==> config.mk <==
export PLATFORM = sky130hd
export DESIGN_NAME = mem_req_queue_flat
export DESIGN_NICKNAME = d
export VERILOG_FILES = /design/src/rtl/mem_req_queue_if.sv /design/src/rtl/mem_req_queue.sv /design/src/flat_wrapper.sv
export SDC_FILE = /design/constraint.sdc
export NUM_CORES = 2
export LEC_CHECK = 0
export ABC_AREA = 1
export CAP_MARGIN = 0
export CORE_MARGIN = 5
export CORE_UTILIZATION = 57
export DETAILED_ROUTE_END_ITERATION = 6
export PLACE_DENSITY = 0.81
export SETUP_SLACK_MARGIN = 0.02
export SLEW_MARGIN = 20
export SYNTH_ARGS = -nofsm -noshare
export SYNTH_HDL_FRONTEND = slang
export SYNTH_SLANG_ARGS = --single-unit
==> constraint.sdc <==
create_clock -name clk -period 6.9 [get_ports clk]
set_input_delay 1.38 -clock clk [delete_from_list [all_inputs] [get_ports clk]]
set_output_delay 1.38 -clock clk [all_outputs]
set_load 0.02 [all_outputs]
==> src/rtl/mem_req_queue_if.sv <==
// mem_req_queue_if
//   Bundles the request, memory-system and writeback signals of the
//   in-order memory request queue.
//   slave  : the queue side (takes requests and responses, drives memory
//            requests, writebacks, occupancy and the error flag).
//   master : the environment side (pipeline + memory system).
//   Signal groups:
//     req_*  pipeline -> queue load/store request, req_ready_out back
//     mem_*  queue <-> memory_system issue and response channel
//     wb_*   retired-load writeback
//     count_out / err_out  occupancy and sticky protocol-error flag
interface mem_req_queue_if #(
    parameter int DEST_W = 5
);
    logic              req_valid_in;
    logic              req_rw_in;
    logic [31:0]       req_addr_in;
    logic [31:0]       req_data_in;
    logic [DEST_W-1:0] req_dest_in;
    logic              req_ready_out;

    logic [31:0]       mem_addr_out;
    logic [31:0]       mem_data_out;
    logic              mem_rw_out;
    logic [3:0]        mem_id_out;
    logic              mem_valid_out;
    logic              mem_stall_in;
    logic [31:0]       mem_data_in;
    logic [3:0]        mem_id_in;
    logic              mem_ready_in;

    logic              wb_valid_out;
    logic [DEST_W-1:0] wb_dest_out;
    logic [31:0]       wb_data_out;
    logic [4:0]        count_out;
    logic              err_out;

    modport slave (
        input  req_valid_in, req_rw_in, req_addr_in, req_data_in, req_dest_in,
        output req_ready_out,
        output mem_addr_out, mem_data_out, mem_rw_out, mem_id_out, mem_valid_out,
        input  mem_stall_in, mem_data_in, mem_id_in, mem_ready_in,
        output wb_valid_out, wb_dest_out, wb_data_out, count_out, err_out
    );

    modport master (
        output req_valid_in, req_rw_in, req_addr_in, req_data_in, req_dest_in,
        input  req_ready_out,
        input  mem_addr_out, mem_data_out, mem_rw_out, mem_id_out, mem_valid_out,
        output mem_stall_in, mem_data_in, mem_id_in, mem_ready_in,
        input  wb_valid_out, wb_dest_out, wb_data_out, count_out, err_out
    );
endinterface

==> src/rtl/mem_req_queue.sv <==
// mem_req_queue
//   16-entry in-order load/store queue between the pipeline and the memory
//   system. Requests are allocated at tail, issued strictly in allocation
//   order at iss, may complete out of order (tagged by slot index), and
//   retire in order at head with a one-cycle writeback pulse for loads.
//   Ports:
//     clk      rising-edge clock
//     reset_n  asynchronous active-low reset
//     bus      mem_req_queue_if.slave (request, memory, writeback, status)
module mem_req_queue #(
    parameter int DEST_W = 5
) (
    input  logic           clk,
    input  logic           reset_n,
    mem_req_queue_if.slave bus
);
    localparam int DEPTH = 16;

    // Per-slot control bits (reset) and pointers.
    logic [DEPTH-1:0]  valid_q, valid_d;
    logic [DEPTH-1:0]  issued_q, issued_d;
    logic [DEPTH-1:0]  done_q, done_d;
    logic [3:0]        tail_q, tail_d;
    logic [3:0]        iss_q, iss_d;
    logic [3:0]        head_q, head_d;
    logic [4:0]        count_q, count_d;
    logic              err_q, err_d;
    logic              wb_valid_q, wb_valid_d;
    logic [DEST_W-1:0] wb_dest_q, wb_dest_d;
    logic [31:0]       wb_data_q, wb_data_d;

    // Per-slot payload; only meaningful while the slot is valid, so no reset.
    logic              rw_q    [DEPTH];
    logic [31:0]       addr_q  [DEPTH];
    logic [31:0]       data_q  [DEPTH];
    logic [31:0]       rdata_q [DEPTH];
    logic [DEST_W-1:0] dest_q  [DEPTH];

    logic ready;
    logic accept;
    logic issue;
    logic retire;
    logic resp_ok;

    // Occupancy never exceeds 16, so bit 4 set means exactly full. Readiness
    // looks only at the registered count: a retire in the same cycle does
    // not open a slot until the next cycle.
    always_comb begin
        ready   = ~count_q[4];
        accept  = bus.req_valid_in & ready;
        issue   = valid_q[iss_q] & ~issued_q[iss_q] & ~bus.mem_stall_in;
        retire  = valid_q[head_q] & done_q[head_q];
        resp_ok = bus.mem_ready_in & valid_q[bus.mem_id_in]
                & issued_q[bus.mem_id_in] & ~done_q[bus.mem_id_in];
    end

    always_comb begin
        valid_d    = valid_q;
        issued_d   = issued_q;
        done_d     = done_q;

        if (retire) begin
            valid_d[head_q] = 1'b0;
        end
        if (resp_ok) begin
            done_d[bus.mem_id_in] = 1'b1;
        end
        if (issue) begin
            issued_d[iss_q] = 1'b1;
        end
        // The tail slot can only coincide with head when empty or full, and
        // neither case allows both an accept and a retire, so no conflict.
        if (accept) begin
            valid_d[tail_q]  = 1'b1;
            issued_d[tail_q] = 1'b0;
            done_d[tail_q]   = 1'b0;
        end

        tail_d  = tail_q + 4'(accept);
        iss_d   = iss_q + 4'(issue);
        head_d  = head_q + 4'(retire);
        count_d = count_q + 5'(accept) - 5'(retire);

        // Any response that does not match an outstanding issued entry is a
        // protocol error; the flag is sticky until reset.
        err_d = err_q | (bus.mem_ready_in & ~resp_ok);

        // Writeback is registered: the retire cycle captures the head entry.
        wb_valid_d = retire & ~rw_q[head_q];
        wb_dest_d  = retire ? dest_q[head_q]  : wb_dest_q;
        wb_data_d  = retire ? rdata_q[head_q] : wb_data_q;
    end

    always_ff @(posedge clk or negedge reset_n) begin
        if (!reset_n) begin
            valid_q    <= '0;
            issued_q   <= '0;
            done_q     <= '0;
            tail_q     <= '0;
            iss_q      <= '0;
            head_q     <= '0;
            count_q    <= '0;
            err_q      <= 1'b0;
            wb_valid_q <= 1'b0;
            wb_dest_q  <= '0;
            wb_data_q  <= '0;
        end else begin
            valid_q    <= valid_d;
            issued_q   <= issued_d;
            done_q     <= done_d;
            tail_q     <= tail_d;
            iss_q      <= iss_d;
            head_q     <= head_d;
            count_q    <= count_d;
            err_q      <= err_d;
            wb_valid_q <= wb_valid_d;
            wb_dest_q  <= wb_dest_d;
            wb_data_q  <= wb_data_d;
        end
    end

    always_ff @(posedge clk) begin
        if (accept) begin
            rw_q[tail_q]   <= bus.req_rw_in;
            addr_q[tail_q] <= bus.req_addr_in;
            data_q[tail_q] <= bus.req_data_in;
            dest_q[tail_q] <= bus.req_dest_in;
        end
        if (resp_ok) begin
            rdata_q[bus.mem_id_in] <= bus.mem_data_in;
        end
    end

    assign bus.req_ready_out = ready;
    assign bus.mem_valid_out = issue;
    assign bus.mem_id_out    = iss_q;
    assign bus.mem_addr_out  = addr_q[iss_q];
    assign bus.mem_data_out  = data_q[iss_q];
    assign bus.mem_rw_out    = rw_q[iss_q];
    assign bus.wb_valid_out  = wb_valid_q;
    assign bus.wb_dest_out   = wb_dest_q;
    assign bus.wb_data_out   = wb_data_q;
    assign bus.count_out     = count_q;
    assign bus.err_out       = err_q;
endmodule

==> src/flat_wrapper.sv <==
// flat-port wrapper written by rule: the top's interface ports become plain ports
module mem_req_queue_flat 
#(
    parameter int DEST_W = 5
)
  (clk, reset_n, bus_req_valid_in, bus_req_rw_in, bus_req_addr_in, bus_req_data_in, bus_req_dest_in, bus_req_ready_out, bus_mem_addr_out, bus_mem_data_out, bus_mem_rw_out, bus_mem_id_out, bus_mem_valid_out, bus_mem_stall_in, bus_mem_data_in, bus_mem_id_in, bus_mem_ready_in, bus_wb_valid_out, bus_wb_dest_out, bus_wb_data_out, bus_count_out, bus_err_out);
  mem_req_queue_if #(.DEST_W(DEST_W)) bus_i ();
  input  logic clk;
  input  logic reset_n;
  input wire logic [$bits(bus_i.req_valid_in)-1:0] bus_req_valid_in;
  input wire logic [$bits(bus_i.req_rw_in)-1:0] bus_req_rw_in;
  input wire logic [$bits(bus_i.req_addr_in)-1:0] bus_req_addr_in;
  input wire logic [$bits(bus_i.req_data_in)-1:0] bus_req_data_in;
  input wire logic [$bits(bus_i.req_dest_in)-1:0] bus_req_dest_in;
  output wire logic [$bits(bus_i.req_ready_out)-1:0] bus_req_ready_out;
  output wire logic [$bits(bus_i.mem_addr_out)-1:0] bus_mem_addr_out;
  output wire logic [$bits(bus_i.mem_data_out)-1:0] bus_mem_data_out;
  output wire logic [$bits(bus_i.mem_rw_out)-1:0] bus_mem_rw_out;
  output wire logic [$bits(bus_i.mem_id_out)-1:0] bus_mem_id_out;
  output wire logic [$bits(bus_i.mem_valid_out)-1:0] bus_mem_valid_out;
  input wire logic [$bits(bus_i.mem_stall_in)-1:0] bus_mem_stall_in;
  input wire logic [$bits(bus_i.mem_data_in)-1:0] bus_mem_data_in;
  input wire logic [$bits(bus_i.mem_id_in)-1:0] bus_mem_id_in;
  input wire logic [$bits(bus_i.mem_ready_in)-1:0] bus_mem_ready_in;
  output wire logic [$bits(bus_i.wb_valid_out)-1:0] bus_wb_valid_out;
  output wire logic [$bits(bus_i.wb_dest_out)-1:0] bus_wb_dest_out;
  output wire logic [$bits(bus_i.wb_data_out)-1:0] bus_wb_data_out;
  output wire logic [$bits(bus_i.count_out)-1:0] bus_count_out;
  output wire logic [$bits(bus_i.err_out)-1:0] bus_err_out;
  assign bus_i.req_valid_in = bus_req_valid_in;
  assign bus_i.req_rw_in = bus_req_rw_in;
  assign bus_i.req_addr_in = bus_req_addr_in;
  assign bus_i.req_data_in = bus_req_data_in;
  assign bus_i.req_dest_in = bus_req_dest_in;
  assign bus_req_ready_out = bus_i.req_ready_out;
  assign bus_mem_addr_out = bus_i.mem_addr_out;
  assign bus_mem_data_out = bus_i.mem_data_out;
  assign bus_mem_rw_out = bus_i.mem_rw_out;
  assign bus_mem_id_out = bus_i.mem_id_out;
  assign bus_mem_valid_out = bus_i.mem_valid_out;
  assign bus_i.mem_stall_in = bus_mem_stall_in;
  assign bus_i.mem_data_in = bus_mem_data_in;
  assign bus_i.mem_id_in = bus_mem_id_in;
  assign bus_i.mem_ready_in = bus_mem_ready_in;
  assign bus_wb_valid_out = bus_i.wb_valid_out;
  assign bus_wb_dest_out = bus_i.wb_dest_out;
  assign bus_wb_data_out = bus_i.wb_data_out;
  assign bus_count_out = bus_i.count_out;
  assign bus_err_out = bus_i.err_out;
  mem_req_queue #(.DEST_W(DEST_W)) u_core (.clk(clk), .reset_n(reset_n), .bus(bus_i));
endmodule
==> results.yml <==
power_and_ir_drop:
  total_power_w: 0.0315
  vdd_ir_drop_max_mv: 0.407
  power_density_mw_per_mm2: 421
  static-leakage-power_nw: 25.8
drt:
  detailedRoute.firstIterationViolations: 6284
  vias: 40700
  wl_um: 166000
  drt-pass1-iter-count: 7
  drt-wirelength-per-cell_um: 26.4
  post-route-drc-count: 2
  via_per_inst: 6.44
  postRouteAntennaNets: 0
layout:
  num-fill-cells: 7262
  area_taken_by_multi_input_logic_gates_mm2: 0.0126
  layout-drive-gt1-share: 0.0714
  area.growth.synth_to_final_pct: 13.8
  layout.cells.most_common: "sky130_fd_sc_hd__edfxtp_1"
  layout.cells.most_common_list: "1632 x sky130_fd_sc_hd__edfxtp_1, 1102 x sky130_fd_sc_hd__nand2_1, 817 x sky130_fd_sc_hd__a22oi_1"
  finish.net_count: 4758
  register_area_mm2: 0.0516
timing:
  timing.final.setup_violations: 0
  final.setup.tns_ns: 0
  hold_violations: 0
  layout_worst_path_cycle_share: 0.824
  fin_worst_skew_ns: 0.0411
  maxSlewViolCount: 0
  fmaxAchievable_ghz: 0.176
  min_period_ns: 5.68
  grt_setup_unrepaired: "no"
  worst-slew-pin-transition_ns: 1.20
  worst_slew_margin_rel: 0.200
job:
  cap_violations: 0
floorplan:
  die-width_um: 349
  die_area_mm2: 0.122
  initial_utilization: 0.574
  fp-row-count: 124
  die_y_um: 349
  design.core.area_mm2: 0.114
  pin_count: 226
critical_path:
  worst_ep_required_time_ns: 5.52
  critical_path.max_fanout: 100
  worst_ep_arrival_time_ns: 4.30
  worst_setup_path_end_kind: "output pin"
  critPathLaunchType: "flop"
  timing_worst_setup_path_type: "reg -> out"
  flop_to_flop_setup_slack_ns: 2.73
logic_synthesis:
  yosys_register_bits: 1736
  syn_avg_cell_area_um2: 14.8
  seq_area_frac_synth: 0.786
  synthCells: 4447
  post_synth_instance_area_mm2: 0.0657
  yosysUniqueCellTypes: 32
  area_share_of_the_leading_cell_type_in_the_synthesized_netlist: 0.746
  synth_nets: 4570
  yosys.area.top_type: "sky130_fd_sc_hd__edfxtp_1"
  synth_top_cells_by_area: "sky130_fd_sc_hd__edfxtp_1 75%, sky130_fd_sc_hd__a22oi_1 9.3%, sky130_fd_sc_hd__nand2_1 6.3%"
  synthesis.yosys.warnings: 0
cts:
  tritoncts.num_buffers: 165
  hold_buffers: 0
  numClockSinks: 1736
  post_cts_resize_count: 0
  register_clock_pin_slew_on_the_reported_worst_setup_and_hold_paths_ns: 0.06
  cts.htree.levels: 4
  cts-root-to-sink-buffers: 3
  cts_root_buf: "sky130_fd_sc_hd__clkbuf_16"
  cts_setup_buffers: 0
  tritoncts: "built"
  worstSkewPairLatency_ns: 0.78
global_route:
  global_route_wire_length_before_repair_um: 247000
  first_global_vias: 39900
  maximum_number_of_pins_on_one_net_before_global_route_repair: 208
  antenna_found_initial: 22
  grtUsageTotal: 0.266
  grt_remaining_overflow: 0
placed_design:
  gp_congestion: 0.853
  io_buffer_count: 225
  detailed_place_hpwl_um: 82800
worst_hold_path:
  hold_path_class: "reg -> reg"
status:
  run_status: "finished, violations left"
  failed_checks: "design-rule violations"
==> final timing paths <==
check | startpoint | to | cells after the start
worst max-delay path | u_core.bus.mem_id_out[1] | bus_mem_addr_out[11] | 8
max in group asynchronous | reset_n | u_core.done_q[12] | 2
min in group asynchronous | reset_n | u_core.bus.wb_data_out[10] | 1
worst min register to register | u_core.bus.err_out | u_core.bus.err_out | 1
worst max register to register | u_core.head_q[1] | u_core.bus.count_out[4] | 16
worst min-delay path | u_core.bus.err_out | u_core.bus.err_out | 1
==> stage by stage <==
stage               setup slack [ns]  instances  hold WS (ns)  instance area, um^2   util
floorplan                       3.12       4447         0.474                65700      -
global placement                1.72       5980         0.436                69300  0.606
detailed placement              1.60       5980         0.467                69300  0.606
CTS                             1.18       6290         0.481                74700  0.653
global route                    1.00       6302         0.501                74700  0.653
finish                          1.22       6308         0.471                74700  0.653
==> cells in the mapped netlist (all sizes together) <==
cell / count
nand4: 107
edfxtp: 1632
and2: 1
o21ai: 21
xnor2: 1
inv: 136
o221ai: 8
clkbuf: 170
a22oi: 817
dfrtp: 104
ha: 11
clkinv: 3
nand2: 1105
a21oi: 60
xor2: 9
a21boi: 3
nor2: 99
buf: 81
o22ai: 8
fa: 1
a21o: 1
nand3: 69
==> registers in the layout (all words and copies together) (netlist names), 4 cells and up <==
name and cells:
u_core.issued_q 16, u_core.done_q 16, u_core.addr_q 512, u_core.rdata_q 512
u_core.bus.mem_id_out 4, u_core.dest_q 80, u_core.bus.count_out 5, u_core.head_q 4
u_core.data_q 512, u_core.valid_q 16, u_core.bus.wb_data_out 32, u_core.rw_q 16
u_core.bus.wb_dest_out 5, u_core.tail_q 4
==> power breakdown <==
part           switching (W)  total (W)  internal, W
clock                0.00388    0.00885      0.00497
combinational        0.00678     0.0100      0.00322
sequential          0.000348     0.0126       0.0123
==> logic make-up (layout without fill, tap and decap cells) <==
| logic type | Yosys count | count (layout) | share of synthesized area |
|---|---|---|---|
| DFF | 1736 | 1736 | 0.786 |
| and+or+nand+nor | 1381 | 1381 | 0.0848 |
| AOI/OAI and AO/OA | 918 | 918 | 0.102 |
| buffers and inverters | 390 | 721 | 0.0238 |
| adders and majority gates | 12 | 12 | 0.00240 |
| xor gates and xnor gates | 10 | 10 | 0.00133 |
| other | 0 | 18 | 0 |
==> critical path, cell delays in order, from the launching register on <==
cell and delay, ns:
sky130_fd_sc_hd__dfrtp_1 0.54, sky130_fd_sc_hd__nand2_1 0.52, sky130_fd_sc_hd__inv_8 0.67, sky130_fd_sc_hd__buf_4 0.53
sky130_fd_sc_hd__a22oi_1 0.18, sky130_fd_sc_hd__nand2_1 0.12, sky130_fd_sc_hd__nand2_1 0.07, sky130_fd_sc_hd__nand4_1 0.14
sky130_fd_sc_hd__clkdlybuf4s50_1 0.73
==> final cells by class <==
cell class	instances	share of cell area
Antenna cell	18	0.000603
Clock buffer	213	0.0595
Clock inverter	97	0.0118
Inverter	139	0.00774
Multi-Input combinational cell	2321	0.168
Sequential cell	1736	0.691
Tap cell	1512	0.0253
Timing Repair Buffer	272	0.0358
==> per-layer routing <==
metal  vias up  track usage  wire [um]
met4        12        0.110       5930
met2      2820        0.422      80700
li1      17300            -          -
met1     20100        0.364      61400
met5         -            0         70
met3       374       0.0586      18300
Note: power is estimated with default switching activity, not from simulation.
